--- config.mk ---
export PLATFORM = sky130hd
export DESIGN_NAME = ce_tx_pkt_arbiter
export DESIGN_NICKNAME = d
export VERILOG_FILES = /design/src/rtl/ce_arb_pkg.sv /design/src/rtl/ce_tx_pkt_arbiter_skid.sv /design/src/rtl/ce_tx_pkt_arbiter.sv
export SDC_FILE = /design/constraint.sdc
export NUM_CORES = 2
export LEC_CHECK = 0
export ABC_AREA = 0
export CAP_MARGIN = 20
export CORE_AREA = 3 3 682 684
export CTS_BUF_LIST = sky130_fd_sc_hd__clkbuf_8
export DETAILED_ROUTE_END_ITERATION = 16
export DIE_AREA = 0 0 685 687
export GPL_TIMING_DRIVEN = 0
export RECOVER_POWER = 100
export SLEW_MARGIN = 30
export SYNTH_ARGS = -nofsm -noshare
export SYNTH_HDL_FRONTEND = slang
export SYNTH_SLANG_ARGS = --single-unit
--- constraint.sdc ---
create_clock -name fim_clk -period 3.7 [get_ports fim_clk]
set_clock_uncertainty 0.15 [all_clocks]
set_input_delay 0.37 -clock fim_clk [delete_from_list [all_inputs] [get_ports fim_clk]]
set_output_delay 0.37 -clock fim_clk [all_outputs]
set_load 0.05 [all_outputs]
--- src/rtl/ce_arb_pkg.sv ---
// ---------------------------------------------------------------------------
// ce_arb_pkg
// Shared types, constants and helpers for the copy-engine TX packet arbiter.
//   t_arb_state       : arbiter FSM states (IDLE, XFER)
//   CE_ARB_SKID_DEPTH : number of entries in the output skid buffer
//   rr_pick()         : round-robin search returning a one-hot grant
// ---------------------------------------------------------------------------
package ce_arb_pkg;

  typedef enum logic [0:0] {
    IDLE = 1'b0,
    XFER = 1'b1
  } t_arb_state;

  localparam int CE_ARB_SKID_DEPTH = 2;

  // Returns a one-hot vector selecting the first set bit of valid[num-1:0],
  // searching upward from index ptr and wrapping at num. Sized for up to 8
  // requesters; the caller truncates to its own width. ptr must be < num.
  function automatic logic [7:0] rr_pick(input logic [7:0] valid,
                                         input logic [2:0] ptr,
                                         input logic [3:0] num);
    logic [7:0] pick;
    logic       found;
    logic [3:0] idx;
    pick  = 8'd0;
    found = 1'b0;
    for (int k = 0; k < 8; k++) begin
      idx = 4'(ptr) + 4'(k);
      // ptr < num and k < num, so one subtraction is enough to wrap
      if (idx >= num) begin
        idx = idx - num;
      end else begin
        idx = idx;
      end
      if (!found && (4'(k) < num) && valid[idx[2:0]]) begin
        pick[idx[2:0]] = 1'b1;
        found          = 1'b1;
      end else begin
        found = found;
      end
    end
    return pick;
  endfunction

endpackage

--- src/rtl/ce_tx_pkt_arbiter_skid.sv ---
// ---------------------------------------------------------------------------
// ce_axis_skid_buf
// Two-entry registered AXI-Stream buffer. The upstream ready is a register
// that is low only when both entries are occupied, so a continuous stream
// passes at one beat per cycle while the sink is ready.
// Ports:
//   clk_i, rst_ni          : clock, synchronous active-low reset
//   s_valid_i / s_ready_o  : upstream handshake
//   s_data_i/keep/user/last: upstream beat
//   m_valid_o / m_ready_i  : downstream handshake
//   m_data_o/keep/user/last: head entry
//   count_o                : number of occupied entries (0..2)
// ---------------------------------------------------------------------------
module ce_axis_skid_buf
  import ce_arb_pkg::*;
#(
  parameter int DATA_W = 512,
  parameter int KEEP_W = DATA_W / 8,
  parameter int USER_W = 10
) (
  input  logic              clk_i,
  input  logic              rst_ni,
  input  logic              s_valid_i,
  output logic              s_ready_o,
  input  logic [DATA_W-1:0] s_data_i,
  input  logic [KEEP_W-1:0] s_keep_i,
  input  logic [USER_W-1:0] s_user_i,
  input  logic              s_last_i,
  output logic              m_valid_o,
  input  logic              m_ready_i,
  output logic [DATA_W-1:0] m_data_o,
  output logic [KEEP_W-1:0] m_keep_o,
  output logic [USER_W-1:0] m_user_o,
  output logic              m_last_o,
  output logic [1:0]        count_o
);

  localparam int W = DATA_W + KEEP_W + USER_W + 1;

  logic [W-1:0] head_q, head_d, tail_q, tail_d, in_s;
  logic [1:0]   cnt_q, cnt_d;
  logic         rdy_q, rdy_d;
  logic         push_s, pop_s;

  assign in_s   = {s_data_i, s_keep_i, s_user_i, s_last_i};
  assign push_s = s_valid_i & rdy_q;
  assign pop_s  = (cnt_q != 2'd0) & m_ready_i;

  // Next-state for the two entries and the occupancy count.
  always_comb begin
    head_d = head_q;
    tail_d = tail_q;
    cnt_d  = cnt_q;
    case (cnt_q)
      2'd0: begin
        if (push_s) begin
          head_d = in_s;
          cnt_d  = 2'd1;
        end else begin
          cnt_d = 2'd0;
        end
      end
      2'd1: begin
        if (push_s && pop_s) begin
          head_d = in_s;
        end else if (push_s) begin
          tail_d = in_s;
          cnt_d  = 2'd2;
        end else if (pop_s) begin
          cnt_d = 2'd0;
        end else begin
          cnt_d = 2'd1;
        end
      end
      2'd2: begin
        // ready is low at count 2, so only a pop can happen here
        if (pop_s) begin
          head_d = tail_q;
          cnt_d  = 2'd1;
        end else begin
          cnt_d = 2'd2;
        end
      end
      default: begin
        cnt_d = 2'd0;
      end
    endcase
    rdy_d = (cnt_d != 2'(CE_ARB_SKID_DEPTH));
  end

  // Entry, count and ready registers.
  always_ff @(posedge clk_i) begin
    if (!rst_ni) begin
      head_q <= '0;
      tail_q <= '0;
      cnt_q  <= 2'd0;
      rdy_q  <= 1'b0;
    end else begin
      head_q <= head_d;
      tail_q <= tail_d;
      cnt_q  <= cnt_d;
      rdy_q  <= rdy_d;
    end
  end

  assign s_ready_o = rdy_q;
  assign m_valid_o = (cnt_q != 2'd0);
  assign count_o   = cnt_q;
  assign {m_data_o, m_keep_o, m_user_o, m_last_o} = head_q;

endmodule

--- src/rtl/ce_tx_pkt_arbiter.sv ---
// ---------------------------------------------------------------------------
// ce_tx_pkt_arbiter
// Packet-atomic round-robin arbiter sharing one PCIe SS TX AXI-Stream port
// between NUM_REQ copy-engine sources. A grant is held from the first beat
// to tlast; the master side is driven from a 2-entry skid buffer.
// Ports:
//   fim_clk, fim_rst_n        : clock, synchronous active-low reset
//   s_tvalid/s_tready/s_tlast : per-requester handshake and end of packet
//   s_tdata/s_tkeep/s_tuser   : flattened, requester i at [i*W +: W]
//   m_t*                      : master AXI-Stream towards the PCIe SS
//   grant                     : one-hot current owner, 0 when idle
//   busy                      : packet in progress or skid buffer non-empty
// ---------------------------------------------------------------------------
module ce_tx_pkt_arbiter
  import ce_arb_pkg::*;
#(
  parameter int NUM_REQ = 2,
  parameter int DATA_W  = 512,
  parameter int USER_W  = 10,
  parameter int KEEP_W  = DATA_W / 8
) (
  input  logic                      fim_clk,
  input  logic                      fim_rst_n,
  input  logic [NUM_REQ-1:0]        s_tvalid,
  output logic [NUM_REQ-1:0]        s_tready,
  input  logic [NUM_REQ*DATA_W-1:0] s_tdata,
  input  logic [NUM_REQ*KEEP_W-1:0] s_tkeep,
  input  logic [NUM_REQ-1:0]        s_tlast,
  input  logic [NUM_REQ*USER_W-1:0] s_tuser,
  output logic                      m_tvalid,
  input  logic                      m_tready,
  output logic [DATA_W-1:0]         m_tdata,
  output logic [KEEP_W-1:0]         m_tkeep,
  output logic                      m_tlast,
  output logic [USER_W-1:0]         m_tuser,
  output logic [NUM_REQ-1:0]        grant,
  output logic                      busy
);

  t_arb_state         state_q;
  logic [NUM_REQ-1:0] grant_q;
  logic [2:0]         rr_ptr_q;

  logic [DATA_W-1:0]  sel_data_s;
  logic [KEEP_W-1:0]  sel_keep_s;
  logic [USER_W-1:0]  sel_user_s;
  logic               sel_last_s;
  logic               sel_valid_s;
  logic [2:0]         owner_s;
  logic [2:0]         next_ptr_s;
  logic               skid_ready_s;
  logic [1:0]         skid_cnt_s;
  logic               push_s;
  logic               pkt_end_s;
  logic [7:0]         valid8_s;
  logic [NUM_REQ-1:0] pick_idle_s;
  logic [NUM_REQ-1:0] pick_end_s;

  // Owner beat mux driven by the one-hot grant.
  always_comb begin
    sel_data_s  = '0;
    sel_keep_s  = '0;
    sel_user_s  = '0;
    sel_last_s  = 1'b0;
    sel_valid_s = 1'b0;
    owner_s     = 3'd0;
    for (int i = 0; i < NUM_REQ; i++) begin
      if (grant_q[i]) begin
        sel_data_s  = s_tdata[i*DATA_W +: DATA_W];
        sel_keep_s  = s_tkeep[i*KEEP_W +: KEEP_W];
        sel_user_s  = s_tuser[i*USER_W +: USER_W];
        sel_last_s  = s_tlast[i];
        sel_valid_s = s_tvalid[i];
        owner_s     = 3'(i);
      end else begin
        owner_s = owner_s;
      end
    end
  end

  assign s_tready   = (state_q == XFER && skid_ready_s) ? grant_q : '0;
  assign push_s     = |(s_tvalid & s_tready);
  assign pkt_end_s  = push_s & sel_last_s;
  assign next_ptr_s = (owner_s == 3'(NUM_REQ - 1)) ? 3'd0 : owner_s + 3'd1;
  assign valid8_s   = 8'(s_tvalid);
  // At packet end the search starts after the owner, so the owner is last
  assign pick_idle_s = NUM_REQ'(rr_pick(valid8_s, rr_ptr_q, 4'(NUM_REQ)));
  assign pick_end_s  = NUM_REQ'(rr_pick(valid8_s, next_ptr_s, 4'(NUM_REQ)));

  // Arbitration FSM: grant on entry from IDLE, re-arbitrate on tlast accept.
  always_ff @(posedge fim_clk) begin
    if (!fim_rst_n) begin
      state_q  <= IDLE;
      grant_q  <= '0;
      rr_ptr_q <= 3'd0;
    end else begin
      case (state_q)
        IDLE: begin
          if (|s_tvalid) begin
            grant_q <= pick_idle_s;
            state_q <= XFER;
          end else begin
            grant_q <= '0;
          end
        end
        XFER: begin
          if (pkt_end_s) begin
            rr_ptr_q <= next_ptr_s;
            if (|s_tvalid) begin
              grant_q <= pick_end_s;
            end else begin
              grant_q <= '0;
              state_q <= IDLE;
            end
          end else begin
            grant_q <= grant_q;
          end
        end
        default: begin
          state_q <= IDLE;
          grant_q <= '0;
        end
      endcase
    end
  end

  ce_axis_skid_buf #(
    .DATA_W(DATA_W),
    .KEEP_W(KEEP_W),
    .USER_W(USER_W)
  ) u_skid (
    .clk_i    (fim_clk),
    .rst_ni   (fim_rst_n),
    .s_valid_i((state_q == XFER) & sel_valid_s),
    .s_ready_o(skid_ready_s),
    .s_data_i (sel_data_s),
    .s_keep_i (sel_keep_s),
    .s_user_i (sel_user_s),
    .s_last_i (sel_last_s),
    .m_valid_o(m_tvalid),
    .m_ready_i(m_tready),
    .m_data_o (m_tdata),
    .m_keep_o (m_tkeep),
    .m_user_o (m_tuser),
    .m_last_o (m_tlast),
    .count_o  (skid_cnt_s)
  );

  assign grant = grant_q;
  assign busy  = (state_q == XFER) | (skid_cnt_s != 2'd0);

endmodule

==> reports/summary.txt <==
status: finished with violations
failing checks: max-capacitance violations, max-slew violations
Avg Inst Size Synth: 8.87 sq um
worst skew pair latency: 1.04 ns
Worst setup EP type: flip-flop
post-DP HPWL: 436000 microns
CTS Sinks: 1181
Crit Path Max Fanout: 11
CTS clk-pin slew, worst paths: 0.06 ns
Final Net Count: 10000
sequential share of the synthesized area: 0.445
total congestion overflow: 0
worst r2r dst: u_skid.head_q[10]
dpl cells: 14000
fin crit period: 3.66 ns
DRC Markers: 0
Reg2Reg Depth: 11
Slew @ Worst Pin: 1.76 ns
Fin. Hold Viols: 0
Initial Util: 0.116
gpl congestion: 0.993
core area: 0.460 sq mm
DR vias/cell: 4.26
Hold Crit Depth: 4
drt wl/cell: 33.5 microns
flops & latches, synth: 1181
fmax: 0.273 GHz
CTS tree: built
area grow syn2layout: 74.6%
worst hold-check path type: in2reg
Worst EP arrival: 4.38 ns
fin cells: 15300
hold path startpoint: s_tdata[132]
hold path endpoint: u_skid.head_q[207]
Synth Instances: 5986
Switch Pwr: 9.82 mW
port bufs: 1770
CTS root buf: clkbuf_8
global-route wire length before repair: 643000 microns
Slew HR: -0.169
Setup WS post-layout: 0.0391 ns
CTS Buf Count: 227
Mapped Area: 0.0531 sq mm
Initial DRT Pass Iterations: 8
Clock Power Share: 0.441
CP required: 4.42 ns
vias: 65300
clk buf depth: 4
syn_nets: 7165
sw frac: 0.298
H-tree levels: 4
power density over the cells: 355 mW/mm^2
startpoint types: flip-flop
largest net degree at the start of global routing: 19
Pleak: 35.2 nW
worst setup path class: reg2reg
Yosys cell types: 31
DRT iter0 DRCs: 7178
Die W: 685 microns
DIE AREA: 0.471 sq mm
Ports: 1772
power share of the combinational group: 0.171
Peak VDD IR: 296 uV
Place WS: -0.727 ns
chip height: 687 microns
Final setup viols: 0
fillcell total: 50900
Std-Cell Rows: 249
Max Cap Violations: 1
layout cells sized above 1: 0.0726
fin. max-slew vios: 1
r2r startpoint: grant[1]
initial antenna violation count: 423
vias in the first global route: 61700
Ys Warns: 0
number of routed nets with antenna violations: 0
flop-to-flop setup slack: 0.04 ns
period utilization: 0.989
drt total wl: 513000 microns
Flop pwr share: 0.388
Int Power: 23.1 mW
GRT Util Overall: 0.208
[worst max-delay path by stage]
stage	from	to	slack (ns)	cells past startpoint
2_1_floorplan	grant[1]	s_tready[1]	0.99	5
3_3_place_gp	grant[1]	u_skid.head_q[130]	-4.45	7
3_5_place_dp	grant[1]	u_skid.head_q[259]	-0.73	8
4_1_cts	grant[1]	u_skid.tail_q[350]	0.005	8
5_1_grt	grant[1]	u_skid.tail_q[83]	-0.004	9
6_report	grant[1]	u_skid.head_q[10]	0.04	11
[final cells by class]
class,count,area [sq um],share of cell area
Antenna cell,157,393,0.00424
Buffer,649,2820,0.0304
Clock buffer,296,4070,0.0439
Clock inverter,117,847,0.00913
Inverter,4,15.0,0.000162
Multi-Input combinational cell,4148,26800,0.290
Sequential cell,1181,23600,0.255
Tap cell,6149,7690,0.0830
Timing Repair Buffer,2633,26400,0.285
[per-stage QoR]
| stage | hold WS, ns | utilization | area (sq um) | power (mW) | TNS (ns) |
|---|---|---|---|---|---|
| floorplan | 0.299 | - | 53100 | 14.6 | 0 |
| global placement | 0.297 | 0.171 | 78500 | 17.6 | -2438.16 |
| detailed placement | 0.301 | 0.173 | 79600 | 17.8 | -306.20 |
| CTS | 0.000365 | 0.201 | 92600 | 33.2 | 0 |
| global route | 0.00583 | 0.201 | 92600 | 33.9 | -0.00960 |
| finish | 0.107 | 0.202 | 92700 | 33.0 | 0 |
[per-layer routing]
layer  up-vias  wire, microns  GRT usage
li1      27800              -          -
met1     31600         196000      0.241
met2      4411         219000      0.317
met3      1317          65300     0.0995
met4       246          31500      0.105
met5         -           1580    0.00283
[cell usage in the layout, fill, tap and decap left out, types with 2 or more instances in the layout]
| cell | n |
|---|---|
| buf_6 | 9 |
| nand2_1 | 593 |
| buf_4 | 31 |
| buf_1 | 3 |
| nor2_1 | 589 |
| nor2b_1 | 5 |
| buf_2 | 78 |
| clkinv_8 | 3 |
| dlygate4sd3_1 | 1354 |
| a21oi_1 | 3 |
| inv_1 | 70 |
| clkbuf_2 | 115 |
| clkbuf_8 | 297 |
| clkbuf_4 | 8 |
| clkbuf_1 | 470 |
| a22oi_2 | 25 |
| nand2b_1 | 2 |
| o21ai_0 | 588 |
| mux2i_1 | 590 |
| buf_16 | 12 |
| a21o_1 | 587 |
| buf_12 | 12 |
| bufinv_16 | 10 |
| clkinv_2 | 26 |
| clkinvlp_4 | 5 |
| a22oi_1 | 562 |
| a211oi_1 | 589 |
| inv_6 | 2 |
| clkinv_4 | 2 |
| clkdlybuf4s50_1 | 1177 |
| buf_8 | 10 |
| dfxtp_1 | 1180 |
| diode_2 | 157 |
[power by group through the flow]
stage	logic (mW)	registers [mW]	clock network, mW
2_1_floorplan	1.37	13.2	0
5_1_grt	5.82	12.8	15.3
3_3_place_gp	4.54	13.1	0
3_5_place_dp	4.68	13.1	0
4_1_cts	5.62	12.8	14.8
6_report	5.64	12.8	14.5
[cell families (layout without fill, tap and decap cells)]
logic type | Yosys count | count (layout) | synth area share
AOI/OAI and AO/OA | 2359 | 2359 | 0.306
buffers and inverters | 657 | 3699 | 0.0517
DFF | 1181 | 1181 | 0.445
muxes | 591 | 591 | 0.111
other | 0 | 157 | 0
and+or+nand+nor | 1198 | 1198 | 0.0857
[critical path: stages (launching register included)]
cell and delay [ns]:
dfxtp_2 0.45, buf_6 0.25, nor2b_1 0.10, buf_8 0.23, clkbuf_2 0.25, buf_4 0.23, clkbuf_2 0.43, buf_12 0.32
a22oi_2 0.56, buf_16 0.21, a21o_1 0.12, mux2i_1 0.05
[sequential cells by signal (all words and copies together), names as in the netlist]
| signal | flops |
|---|---|
| u_skid.head_q | 587 |
| u_skid.tail_q | 587 |
| grant | 2 |
| u_skid.count_o | 2 |
| rr_ptr_q | 1 |
| state_q | 1 |
| u_skid.s_ready_o | 1 |
[what timing repair did]
| item | in CTS | in global routing |
|---|---|---|
| resized for setup | 41 | 31 |
| endpoints found under the setup margin | 1074 | 143 |
| buffers inserted | 2 | 0 |
| hold endpoints to repair | 803 | 1 |
| pin swaps | 2 | 0 |
| hold buffers | 798 | 1 |
[cells in the mapped netlist]
cell | instances | area [sq um]
or3_1 | 1 | 6.26
nand2_1 | 593 | 2230
a22oi_1 | 587 | 4410
nand2b_1 | 3 | 18.8
buf_2 | 167 | 836
mux2i_1 | 590 | 5910
o311ai_0 | 1 | 8.76
o31a_1 | 1 | 8.76
a221oi_1 | 1 | 8.76
nor2_1 | 589 | 2210
buf_1 | 13 | 48.8
o21ai_0 | 588 | 2940
a21oi_1 | 3 | 15.0
nor3_1 | 1 | 5.00
mux2_2 | 1 | 11.3
inv_2 | 1 | 3.75
dfxtp_1 | 1181 | 23600
inv_1 | 3 | 11.3
a211oi_1 | 589 | 4420
buf_4 | 19 | 143
nand3_1 | 1 | 5.00
and2_1 | 1 | 6.26
nor2b_1 | 5 | 31.3
a2111oi_4 | 1 | 27.5
clkbuf_1 | 454 | 1700
nand3b_4 | 1 | 20.0
and3_1 | 1 | 6.26
or2_2 | 1 | 6.26
o32ai_1 | 1 | 8.76
nand3b_1 | 1 | 7.51
a21o_1 | 587 | 4410
Note: power is estimated with default switching activity, not from simulation.
